File: src/rtl/mem_wb_stage.sv
// MEM/WB pipeline register and writeback stage.
// Formats load data before capture so write_data comes straight from a flop.
// Drives the register file write port and keeps the retired-instruction count.
module mem_wb_stage #(
  parameter int XLEN = 32
) (
  input  logic            clk,
  input  logic            rst,
  input  logic            stall_i,
  input  logic            flush_i,
  input  logic            in_valid,
  input  logic [4:0]      in_rd,
  input  logic            in_reg_write,
  input  logic [1:0]      in_wb_sel,
  input  logic [XLEN-1:0] in_alu_result,
  input  logic [XLEN-1:0] in_pc_plus4,
  input  logic [XLEN-1:0] in_load_data,
  input  logic [2:0]      in_funct3,
  input  logic [1:0]      in_addr_lo,
  output logic [4:0]      write_address,
  output logic [XLEN-1:0] write_data,
  output logic            write_enable,
  output logic            wb_valid,
  output logic            load_fault,
  output logic [63:0]     instret
);

  logic            valid_q, valid_d;
  logic [4:0]      rd_q, rd_d;
  logic            reg_write_q, reg_write_d;
  logic [XLEN-1:0] data_q, data_d;
  logic            fault_q, fault_d;
  logic [63:0]     instret_q, instret_d;

  logic [7:0]      ld_byte;
  logic [15:0]     ld_half;
  logic [XLEN-1:0] ld_data;
  logic            ld_fault;
  logic [XLEN-1:0] cap_data;
  logic            cap_fault;

  // Load formatting: pick the addressed byte/halfword, extend, and flag misalignment.
  always_comb begin
    ld_data  = '0;
    ld_fault = 1'b0;
    case (in_addr_lo)
      2'd0:    ld_byte = in_load_data[7:0];
      2'd1:    ld_byte = in_load_data[15:8];
      2'd2:    ld_byte = in_load_data[23:16];
      default: ld_byte = in_load_data[31:24];
    endcase
    ld_half = in_addr_lo[1] ? in_load_data[31:16] : in_load_data[15:0];
    case (in_funct3)
      3'b000: ld_data = {{24{ld_byte[7]}}, ld_byte};
      3'b100: ld_data = {24'd0, ld_byte};
      3'b001: begin
        ld_fault = in_addr_lo[0];
        ld_data  = {{16{ld_half[15]}}, ld_half};
      end
      3'b101: begin
        ld_fault = in_addr_lo[0];
        ld_data  = {16'd0, ld_half};
      end
      3'b010: begin
        ld_fault = (in_addr_lo != 2'd0);
        ld_data  = in_load_data;
      end
      default: ld_fault = 1'b1;
    endcase
    if (ld_fault) begin
      ld_data = '0;
    end
  end

  // Result source select; reserved encoding 11 falls back to the ALU result.
  always_comb begin
    cap_fault = in_valid & (in_wb_sel == 2'b01) & ld_fault;
    case (in_wb_sel)
      2'b01:   cap_data = ld_data;
      2'b10:   cap_data = in_pc_plus4;
      default: cap_data = in_alu_result;
    endcase
  end

  // Next-state: rst > flush > stall > capture; instret counts each WB occupant once.
  always_comb begin
    valid_d     = valid_q;
    rd_d        = rd_q;
    reg_write_d = reg_write_q;
    data_d      = data_q;
    fault_d     = fault_q;
    instret_d   = instret_q;
    if (rst) begin
      valid_d     = 1'b0;
      rd_d        = '0;
      reg_write_d = 1'b0;
      data_d      = '0;
      fault_d     = 1'b0;
      instret_d   = '0;
    end else begin
      if (valid_q && !stall_i) begin
        instret_d = instret_q + 64'd1;
      end
      if (flush_i) begin
        valid_d     = 1'b0;
        rd_d        = '0;
        reg_write_d = 1'b0;
        data_d      = '0;
        fault_d     = 1'b0;
      end else if (!stall_i) begin
        valid_d     = in_valid;
        rd_d        = in_rd;
        reg_write_d = in_reg_write;
        data_d      = cap_data;
        fault_d     = cap_fault;
      end
    end
  end

  // Pipeline register update.
  always_ff @(posedge clk) begin
    valid_q     <= valid_d;
    rd_q        <= rd_d;
    reg_write_q <= reg_write_d;
    data_q      <= data_d;
    fault_q     <= fault_d;
    instret_q   <= instret_d;
  end

  assign write_address = rd_q;
  assign write_data    = data_q;
  assign wb_valid      = valid_q;
  assign load_fault    = fault_q;
  assign instret       = instret_q;
  assign write_enable  = valid_q & reg_write_q & (rd_q != 5'd0) & ~fault_q;

endmodule

File: config.mk
export PLATFORM = sky130hd
export DESIGN_NAME = mem_wb_stage
export DESIGN_NICKNAME = d
export VERILOG_FILES = /design/src/rtl/mem_wb_stage.sv
export SDC_FILE = /design/constraint.sdc
export NUM_CORES = 1
export LEC_CHECK = 0
export CAP_MARGIN = 20
export CORE_MARGIN = 4
export CORE_UTILIZATION = 45
export CTS_CLUSTER_DIAMETER = 40
export DETAILED_ROUTE_END_ITERATION = 6
export PLACE_DENSITY = 0.88
export REMOVE_ABC_BUFFERS = 1
export SLEW_MARGIN = 0
export SYNTH_ARGS = -nofsm -noshare
export SYNTH_HDL_FRONTEND = slang
export SYNTH_SLANG_ARGS = --single-unit
File: constraint.sdc
create_clock -name clk -period 3.2 [get_ports clk]
set_input_delay 0.32 -clock clk [delete_from_list [all_inputs] [get_ports clk]]
set_output_delay 0.32 -clock clk [all_outputs]
set_load 0.05 [all_outputs]
==> flow_summary_export.csv, run 1 <==
group,metric,value,unit
outcome,status,"completed",
yosys,synth_area_leaders,"dfxtp_1 (35%), a21oi_1 (7.6%), nand2_1 (5.7%)",
place,hpwl,15.0,mm
sta,rsz0062_at_grt,"no",
yosys,ys_warn_count,0,
yosys,synth_cell_types,52,
layout,drive_gt1_frac,0.0706,
yosys,synth.avg_cell_area,7.94,um^2
floorplanning,start_util,0.462,
floorplanning,ioPinCount,218,
drt,drc_errors,0,
power,p_per_area,356,nW/um^2
place,port_buffers,217,
global_routing,grt_max_degree,60,
floorplanning,die_h,122,um
drt,wl_met1,7.88,mm
layout,layout-area-overhead-vs-synth,44.2,%
worst_setup_path,max_stage_delay,0.56,ns
sta,finClkSkew,0.0126,ns
worst_setup_path,end_kind,"register",
sta,report.final.slew_viol_count,0,
sta,whs,0.383,ns
sta,hold_viol_final,0,
yosys,synth-seq-cells,104,
cts,cts-resized-gates,0,
worst_setup_path,path_buf_inv,0,
yosys,syn-instance-count,740,
cts,cts_hold_buf,0,
global_routing,grt_pass1_vias,6099,
drt,wirelength,19.9,mm
yosys,ys.flop_type,"dfxtp_1",
global_routing,grt_first_pass_wirelength,30.9,mm
power,leakage,2.80,nW
worst_setup_path,r2r-start,"instret[0]",
cts,cts_tree,"yes",
worst_hold_path,hp-class,"in -> reg",
worst_setup_path,worstPathCellList,"ha_1 -> and4b_1 -> or4b_4 -> or4_4 -> or4_1 -> a21oi_1",
yosys,synth_most_common_cell,"dfxtp_1",
sta,fmax,371,MHz
worst_setup_path,critical_path_class,"reg -> reg",
worst_setup_path,crit_path_start,"instret[0]",
drt,routed.top_layer,"met4",
floorplanning,die_area,14900,um^2
cts,clkTransAtPathRegs,0.08,ns
worst_setup_path,crit_fanout,21,
sta,worst_pin_slew,0.943,ns
drt,first_iter_violations,600,
worst_setup_path,arrival,3.00,ns
cts,cts-buffers-inserted,9,
drt,wl_met2,9.58,mm
floorplanning,rows,41,
yosys,ys_top_cells_by_count,"dfxtp_1 (104), a21oi_1 (89), nand2_1 (89)",
worst_setup_path,cp_slowest_cell,"or4_4",
power,vdd_drop_max,0.338,mV
sta,setup_violations,0,
cts,post-cts-setup-buffers,0,
sta,final.setup.tns,0,ns
yosys,synth_area_leader_cell,"dfxtp_1",
yosys,synth_top_area_frac,0.354,
drt,ant_nets,0,
worst_setup_path,crit_family,"simple AND/OR/NAND/NOR gates",
global_routing,grtUsageTotal,0.262,
place,gp_congestion,0.901,
drt,vias,6511,
place,placed_cells,1091,
layout,nNetsFinal,1047,
worst_setup_path,start_kind,"register",
flow_run,maxCapViolCount,0,
yosys,synth_area,5870,um^2
yosys,synth_edf_count,0,
worst_setup_path,cp.required,3.50,ns
sta,min_period,2.69,ns
cts,clock_latency,0.36,ns
drt,route.met3.wl,1.53,mm
layout,stdcell_count,1108,
global_routing,antenna_found_initial,1,
cts,cts_sinks,104,
floorplanning,die_x,122,um
cts,clk_path_buf_depth,2,
yosys,synthArstFlopShare,0,
floorplanning,core,12700,um^2
sta,slew_headroom,0.370,
sta,period_share,0.842,
yosys,synth-seq-area-share,0.354,
cts,h-tree-depth,3,
worst_hold_path,hold_start,"stall_i",
drt,detail_route.wl_per_cell,17.9,um
global_routing,overflow,0,
cts,cts_root_buf,"clkbuf_16",
drt,vias_per_cell,5.88,
drt,drt_pass1_iterations,7,
[where the power goes]
group	total, mW	leakage [nW]	switching [mW]	internal, mW
Combinational	0.521	1.81	0.270	0.252
Sequential	1.32	0.841	0.0128	1.31
Clock	1.17	0.150	0.544	0.624
Total	3.01	2.80	0.826	2.19
[worst register-to-register path, stage by stage, from the launching register on]
cell     delay [ns]
dfxtp_1        0.39
ha_1           0.19
and4b_1        0.33
or4b_4         0.53
or4_4          0.56
or4_1          0.51
a21oi_1        0.14
[cells by family (layout without fill, tap and decap cells)]
logic type | Yosys count | after routing | synth area share
multiplexers | 26 | 26 | 0.0613
other | 0 | 1 | 0
AND/OR/NAND/NOR | 293 | 293 | 0.260
XOR/XNOR | 29 | 29 | 0.0432
adder cells (fa/ha/maj) | 3 | 3 | 0.00639
flip-flops | 104 | 104 | 0.354
AO/OA/AOI/OAI | 199 | 199 | 0.216
buffers and inverters | 86 | 281 | 0.0590
[layout make-up]
type,count,area [um^2]
diodes,1,2.50
clock buffers,9,225
clock inverters,7,88.8
fillers,1082,4250
inverters,34,128
multi-input cells,550,3450
flip-flops and latches,104,2080
well taps,172,215
repair buffers,231,2280
[stage by stage]
stage	worst slack, ns	area (um^2)	util	power, mW
final	0.505	8470	0.666	3.01
after global routing	0.398	8470	0.666	3.13
after CTS	0.507	8470	0.666	3.04
after detailed placement	0.441	8160	0.641	1.87
after global placement	0.555	8160	0.641	1.86
after floorplan	0.336	5660	-	1.58
[metal layers]
metal,up-vias,track usage
li1,3103,-
met1,3048,0.307
met2,298,0.439
met3,62,0.0687
met4,0,0.139
met5,-,0
[worst paths after layout]
path | to | slack [ns] | cells past startpoint
max | instret[62] | 0.51 | 6
min | instret[0] | 0.38 | 4
min reg2reg | instret[38] | 0.51 | 2
max reg2reg | instret[62] | 0.51 | 6
[placed cells by master, fill, tap and decap left out, drive strengths merged, types with 9 or more instances in the layout]
master / count
inv: 36
or4: 19
nand3b: 17
nand4: 21
nor2: 56
a22oi: 15
nor4: 10
xor2: 12
a221o: 16
o31ai: 13
mux2: 10
buf: 16
clkdlybuf4s50: 215
nand3: 17
mux2i: 9
o21ai: 27
xnor2: 17
dfxtp: 104
clkbuf: 9
or3: 23
nor3: 12
a21oi: 89
nand2: 89
[flip-flops by register name (all words and copies together) (netlist names)]
| signal | flops |
|---|---|
| write_data | 32 |
| load_fault | 1 |
| reg_write_q | 1 |
| write_address | 5 |
| instret | 64 |
| wb_valid | 1 |
Power figures use the tool's default switching activity.
==> run 2, diff against run 1 <==
clock period = 2.51 ns   (was 3.2 ns; I/O delays follow)
==> run 2 against run 1 <==
  * Critical path depth did not move
  * Clock power rose by 26%
  * Register-to-register slack got worse by 0.46 ns
  * Combinational power rose by 29%
  * Largest power group unchanged
  * Highest routed layer is now met5
==> flow_summary_export.csv, run 2 (synthesis results as in run 1) <==
group,metric,value,unit
floorplanning,ioPinCount,218,
drt,wirelength,21.2,mm
flow_run,maxCapViolCount,0,
power,leakage,3.02,nW
place,place_ws,0.0161,ns
layout,drive_gt1_frac,0.117,
drt,vias,6802,
floorplanning,die_area,14900,um^2
cts,cts-buffers-inserted,9,
layout,nNetsFinal,1092,
place,port_buffers,217,
power,switching_share,0.268,
sta,min_period,2.47,ns
global_routing,antenna_found_initial,1,
sta,setup_violations,0,
worst_setup_path,crit_fanout,6,
worst_setup_path,crit_path_start,"instret[0]",
worst_setup_path,r2r-start,"instret[0]",
global_routing,grt_first_pass_wirelength,32.1,mm
global_routing,grt_max_degree,66,
cts,cts_sinks,104,
layout,layout_commonest_cell,"clkdlybuf4s50_1",
floorplanning,die_x,122,um
cts,cts_root_buf,"clkbuf_16",
sta,worst_pin_slew,0.932,ns
layout,layout-area-overhead-vs-synth,50.1,%
power,vdd_drop_max,0.357,mV
worst_setup_path,ff2ff_setup_slack,0.04,ns
drt,drt_pass1_iterations,6,
worst_hold_path,hold_start,"rst",
floorplanning,start_util,0.462,
global_routing,overflow,0,
sta,finClkSkew,0.0115,ns
power,intPower,2.81,mW
cts,clkTransAtPathRegs,0.07,ns
floorplanning,core,12700,um^2
outcome,status,"completed",
sta,setup_ws,0.0445,ns
worst_setup_path,cp.required,2.80,ns
power,combPwrFrac,0.176,
sta,hold_viol_final,0,
layout,postLayoutCoreUtil,0.693,
worst_setup_path,arrival,2.76,ns
sta,rsz0062_at_grt,"yes",
sta,report.final.slew_viol_count,0,
drt,first_iter_violations,701,
worst_setup_path,start_kind,"register",
cts,h-tree-depth,3,
cts,cts_tree,"yes",
power,clkPwrFrac,0.384,
drt,ant_nets,0,
power,p_sw,1.03,mW
power,p_seq_frac,0.440,
sta,slew_headroom,0.378,
worst_setup_path,end_kind,"register",
cts,clock_latency,0.36,ns
worst_hold_path,hp-class,"in -> reg",
drt,vias_per_cell,5.90,
sta,fmax,406,MHz
floorplanning,rows,41,
sta,period_share,0.982,
drt,detail_route.wl_per_cell,18.4,um
global_routing,grtUsageTotal,0.273,
global_routing,grt_pass1_vias,6373,
layout,final_cell_mix,"clkdlybuf4s50_1 (215), dfxtp_1 (100), nand2_1 (89), a21oi_1 (89), nor2_1 (56)",
place,gp_congestion,0.969,
layout,largest_reg_flops,64,
place,hpwl,15.8,mm
cts,clk_path_buf_depth,2,
worst_setup_path,critical_path_class,"reg -> reg",
floorplanning,die_h,122,um
cts,cts_hold_buf,0,
power,p_per_area,435,nW/um^2
drt,drc_errors,0,
[run 2: per-stage QoR]
step / hold WS (ns) / cell area [um^2] / total power, mW / TNS [ns] / instances
global placement: 0.479 / 8460 / 2.38 / 0 / 1131
detailed placement: 0.489 / 8460 / 2.39 / 0 / 1131
global route: 0.369 / 8820 / 3.97 / -0.0401 / 1152
floorplan: 0.320 / 5660 / 2.02 / -6.20 / 688
finish: 0.370 / 8820 / 3.83 / 0 / 1153
CTS: 0.349 / 8760 / 3.85 / 0 / 1147
[run 2: power by group through the flow]
| stage | sequential (mW) | clock [mW] | combinational (mW) |
|---|---|---|---|
| after floorplan | 1.80 | 0 | 0.217 |
| after global placement | 1.73 | 0 | 0.655 |
| after detailed placement | 1.73 | 0 | 0.665 |
| after CTS | 1.69 | 1.49 | 0.669 |
| after global routing | 1.69 | 1.56 | 0.716 |
| final | 1.69 | 1.47 | 0.674 |
[run 2: cell type report]
class | count | area (um^2)
Multi-Input combinational cell | 552 | 3480
Clock buffer | 11 | 243
Clock inverter | 5 | 65.1
Tap cell | 172 | 215
Timing Repair Buffer | 274 | 2600
Antenna cell | 1 | 2.50
Inverter | 34 | 128
Sequential cell | 104 | 2090
Fill cell | 1066 | 3900
[run 2: path summary, 6_finish.rpt]
path | end | cells past startpoint
hold reg to reg | instret[38] | 2
hold / removal | write_data[11] | 4
setup / recovery | instret[62] | 6
setup reg to reg | instret[62] | 6
[run 2: critical path, stage by stage (launching register included)]
cell and delay [ns]:
dfxtp_2 0.34, ha_2 0.17, and4b_1 0.23, or4b_4 0.49
or4_4 0.54, or4_1 0.49, a21oi_1 0.14
[run 2: per-layer routing]
metal	global-route usage	share of wire	wire [um]	vias up
met4	0.134	0.045	942	2
met3	0.0853	0.094	1990	65
met2	0.467	0.49	10500	364
li1	-	-	-	3193
met1	0.309	0.37	7760	3178
met5	0	0.00061	13	-
[run 2: what timing repair did]
action,CTS,global route
gates cloned,0,2
endpoints found under the setup margin,1,4
endpoints found under the hold margin,0,0
resized for setup,0,9
setup buffers,0,3
pin swaps,1,5
